File: config.mk
export PLATFORM = sky130hd
export DESIGN_NAME = count_pwm_gen
export DESIGN_NICKNAME = d
export VERILOG_FILES = /design/src/rtl/count_pwm_gen_pkg.sv /design/src/rtl/count_pwm_gen_duty_shadow_reg.sv /design/src/rtl/count_pwm_gen.sv
export SDC_FILE = /design/constraint.sdc
export NUM_CORES = 1
export LEC_CHECK = 0
export ABC_CLOCK_PERIOD_IN_PS = 5300
export CORE_ASPECT_RATIO = 0.75
export CORE_MARGIN = 2
export CORE_UTILIZATION = 35
export DETAILED_ROUTE_END_ITERATION = 6
export PLACE_DENSITY_LB_ADDON = 0.25
export SLEW_MARGIN = 20
export SYNTH_ARGS = -nofsm -noshare
export SYNTH_HDL_FRONTEND = slang
export SYNTH_SLANG_ARGS = --single-unit
File: constraint.sdc
create_clock -name clock -period 5.3 [get_ports clock]
set_input_delay 1.06 -clock clock [delete_from_list [all_inputs] [get_ports clock]]
set_output_delay 1.06 -clock clock [all_outputs]
set_load 0.01 [all_outputs]
File: src/rtl/count_pwm_gen_pkg.sv
// Shared constants for the counter-driven PWM generator.
// State encoding and a small helper used by the top level.
package count_pwm_gen_pkg;

    localparam logic [1:0] ST_IDLE = 2'd0;
    localparam logic [1:0] ST_ARM  = 2'd1;
    localparam logic [1:0] ST_RUN  = 2'd2;

    function automatic logic is_busy(input logic [1:0] st);
        return st != ST_IDLE;
    endfunction

endpackage

File: src/rtl/count_pwm_gen_duty_shadow_reg.sv
// Duty shadow register: one pending slot behind a valid/ready
// handshake, promoted to the active duty only on a period start.
import count_pwm_gen_pkg::*;

module count_pwm_gen_duty_shadow_reg #(
    parameter int N = 8
) (
    input  logic         clock,
    input  logic         rst,
    input  logic         i_load,
    input  logic [N-1:0] i_duty,
    input  logic         i_valid,
    output logic         o_ready,
    output logic [N-1:0] o_duty_next
);

    logic [N-1:0] r_pending;
    logic         r_pending_full;
    logic [N-1:0] r_active;
    logic         w_xfer;
    logic         w_promote;

    assign o_ready   = ~r_pending_full;
    assign w_xfer    = i_valid & o_ready;
    assign w_promote = i_load & r_pending_full;

    // No bypass: a value accepted on a start edge waits for the next start.
    assign o_duty_next = w_promote ? r_pending : r_active;

    always_ff @(posedge clock) begin
        if (rst) begin
            r_pending      <= '0;
            r_pending_full <= 1'b0;
            r_active       <= '0;
        end else if (w_promote) begin
            r_active       <= r_pending;
            r_pending_full <= 1'b0;
        end else if (w_xfer) begin
            r_pending      <= i_duty;
            r_pending_full <= 1'b1;
        end
    end

endmodule

File: src/rtl/count_pwm_gen.sv
// PWM stage fed by a free-running counter: start detect, run FSM,
// registered pwm_out and period_done.
import count_pwm_gen_pkg::*;

module count_pwm_gen #(
    parameter int N = 8
) (
    input  logic         clock,
    input  logic         rst,
    input  logic [N-1:0] count,
    input  logic         enable,
    input  logic [N-1:0] duty_in,
    input  logic         duty_valid,
    output logic         duty_ready,
    output logic         pwm_out,
    output logic         period_done,
    output logic         busy
);

    logic [N-1:0] r_prev_count;
    logic [1:0]   r_state;
    logic [1:0]   w_state_next;
    logic         w_start;
    logic         w_load;
    logic         w_run_any;
    logic [N-1:0] w_duty_next;

    // Also fires when the upstream counter is reset mid-period.
    assign w_start = (count == '0) && (r_prev_count != '0);
    assign w_load  = w_start && is_busy(r_state);
    assign busy    = is_busy(r_state);

    count_pwm_gen_duty_shadow_reg #(.N(N)) u_shadow (
        .clock       (clock),
        .rst         (rst),
        .i_load      (w_load),
        .i_duty      (duty_in),
        .i_valid     (duty_valid),
        .o_ready     (duty_ready),
        .o_duty_next (w_duty_next)
    );

    always_comb begin
        w_state_next = r_state;
        unique case (r_state)
            ST_IDLE: if (enable) w_state_next = ST_ARM;
            ST_ARM: begin
                if (!enable)      w_state_next = ST_IDLE;
                else if (w_start) w_state_next = ST_RUN;
            end
            ST_RUN:  if (!enable) w_state_next = ST_IDLE;
            default: w_state_next = ST_IDLE;
        endcase
    end

    assign w_run_any = (r_state == ST_RUN) || (w_state_next == ST_RUN);

    always_ff @(posedge clock) begin
        if (rst) begin
            r_state      <= ST_IDLE;
            r_prev_count <= '0;
            pwm_out      <= 1'b0;
            period_done  <= 1'b0;
        end else begin
            r_state      <= w_state_next;
            r_prev_count <= count;
            pwm_out      <= w_run_any && (count < w_duty_next);
            period_done  <= (r_state == ST_RUN) && w_start && enable;
        end
    end

endmodule

==> reports/qor.txt <==
Status - finished, final reports clean
P_sw - 0.0952 mW
Antenna Violating Nets Remaining - 0
Cells after Synth - 115
Synth Flop Type - dfxtp_1
Synthesized area - 1230 um2
Hold Buf Count CTS - 0
Max Fclk - 0.245 GHz
Register bit count reported by yosys - 29
Internal - 0.345 mW
CTS tree - built
HPWL Detailed - 1.78 mm
WS Path Type - primary input to register
CP max-delay cell - a2111oi_4
Vias in the first global route - 829
Worst-Margin Slew - 0.977 ns
Initial drt markers - 45
PortBufs - 23
Initial Util - 37.0%
Placed inst area - 1490 um2
Yosys warning count - 0
Leak - 0.581 nW
Placed cells - 173
Root Buffer - clkbuf_8
CP Data Required Time - 5.47 ns
Count leader, synth - dfxtp_1
Sw frac - 21.6%
# DRC - 0
Final Worst Setup Slack - 1.22 ns
Antenna cells - 0
Clock network fraction of total power - 37.2%
Share of cells above drive strength 1 - 9.22%
Worst slack, placed - 0.922 ns
EDFF count, synth - 0
Comb pwr share - 10.4%
Fin crit share - 76.9%
Worst VDD drop - 0.167 mV
Vias - 855
# setup viols final - 0
Fin. max-slew vios - 0
Critical Path End Type - register
Post-synthesis sequential area ratio - 47.0%
TritonCTS buffer count - 5
Design area - 1570 um2
DR pass1 iterations - 4
Worst slew margin - 34.6%
RSZ-0062 raised after global routing - false
Fin. Hold Viols - 0
Top cell type's share of synthesized area - 47.0%
CP max stage delay - 0.82 ns
Vias per cell - 4.72
CP max FO - 11
Width of the die - 72.6 um
Setup bufs post-CTS - 0
Crit path cell chain - clkdlybuf4s50_1, or4_4, a2111oi_4, mux2i_1, ha_1, and3_1, nand3_1, a21oi_2, a2111oi_4
Period minus WS final - 4.08 ns
Global-route wire length before repair - 4.02 mm
PD cells - 281 nW/um2
Crit path buffers/inverters - 1
Ranking of synthesized cells by area - dfxtp_1, mux2i_1, ha_1
CP startpoint kind - primary input
CP most frequent cell - a2111oi_4
RePlAce Congestion - 0.808
TNS Setup - 0 ns
GRT Overall Usage - 13.0%
Layout area overhead - 27.1%
Yosys cell types - 27
Clk_lat worst skew - 0.26 ns
H-tree depth - 2
WP data arrival - 4.25 ns
Mean Syn Cell Area - 10.7 um2
Post-CTS resize count - 0
Maxcap violations - 0
Ys async rst share - 0%
Pin count of the biggest net entering global routing - 29
Clk sinks - 29
Min-Delay Path Class - register to register
DR WL/cell - 13.0 um
Filler cell count - 333
Initial antenna violation count - 0
Die Area - 4020 um2
Worst Skew - 0.00121 ns
Routed WL - 2.36 mm
CTS max path bufs - 2
Num rows - 18
Fin cells - 181
Die Y - 55.4 um
Clock slew at reported path FFs - 0.06 ns
Crit-path leading delay family - compound AO/OA/AOI/OAI gates
Congestion Overflow GR - 0
Mapped Nets - 142
Sequential power share - 52.3%
Synth area leader - dfxtp_1
Nets@finish - 167
Area of the core - 3330 um2
# IOs - 24
Synth top cells by count - dfxtp_1, nor2_1, mux2i_1
[logic make-up (layout without fill, tap and decap cells)]
logic type	after synthesis	after routing	synth area share [%]
muxes	16	16	13.0
DFF	29	29	47.0
and+or+nand+nor	46	46	21.0
AOI/OAI and AO/OA	11	11	9.52
adders and majority gates	7	7	7.09
buffers and inverters	6	32	2.43
[layout make-up]
cell class | instances | area, um2 | area share, %
Multi-Input combinational cell | 80 | 624 | 39.8
Sequential cell | 29 | 581 | 37.0
Timing Repair Buffer | 23 | 230 | 14.7
Clock buffer | 8 | 80.1 | 5.10
Tap cell | 40 | 50.0 | 3.19
Inverter | 1 | 3.75 | 0.239
[placed cells by master (no fill, tap or decap), drive strengths merged, types with 3 or more instances in the layout]
cell type / netlist / routed
mux2i: 16 / 16
ha: 7 / 7
dfxtp: 29 / 29
nor2: 19 / 19
clkbuf: 3 / 8
nor2b: 13 / 13
clkdlybuf4s50: 0 / 23
a21oi: 3 / 3
[stage by stage]
stage	util, %	hold WS (ns)	total power [mW]
after global routing	47.1	0.524	0.465
after CTS	47.1	0.500	0.447
after detailed placement	44.7	0.483	0.282
final	47.1	0.495	0.440
after floorplan	-	0.437	0.258
after global placement	44.7	0.478	0.281
[worst reg2reg max path, stage by stage, from the launching register on]
cell and delay [ns]:
dfxtp_1 0.39, o21ai_0 0.17, a2111oi_4 0.88, mux2i_1 0.33
ha_1 0.28, and3_1 0.20, nand3_1 0.10, a21oi_2 0.05
a2111oi_4 0.36
[state kept, by name, indices dropped and copies added, names as in the netlist]
signal / flops
period_done: 1
r_prev_count: 8
u_shadow.r_pending: 8
u_shadow.r_active: 8
r_state: 2
pwm_out: 1
u_shadow.r_pending_full: 1
[power by group through the flow]
stage / Sequential [mW] / Combinational [mW] / Clock (mW)
finish: 0.230 / 0.0458 / 0.164
global route: 0.232 / 0.0515 / 0.182
CTS: 0.231 / 0.0466 / 0.169
detailed placement: 0.235 / 0.0462 / 0
global placement: 0.235 / 0.0455 / 0
floorplan: 0.234 / 0.0238 / 0
[path summary, 6_finish.rpt]
check | startpoint | endpoint | slack, ns | cells past startpoint
worst max-delay path | count[0] | pwm_out | 1.22 | 9
worst min register to register | u_shadow.r_active[5] | u_shadow.r_active[5] | 0.50 | 2
worst max register to register | r_state[1] | pwm_out | 2.45 | 8
worst min-delay path | u_shadow.r_active[5] | u_shadow.r_active[5] | 0.50 | 2
[routing by layer]
metal	vias up	part of all wire (%)	global-route usage, %	routed length [um]
li1	452	-	-	-
met1	384	54	20.2	1280
met2	19	39	16.6	931
met3	0	6.2	5.11	145
met4	0	0	2.38	0
met5	-	0	0	0
Note: power is estimated with default switching activity, not from simulation.
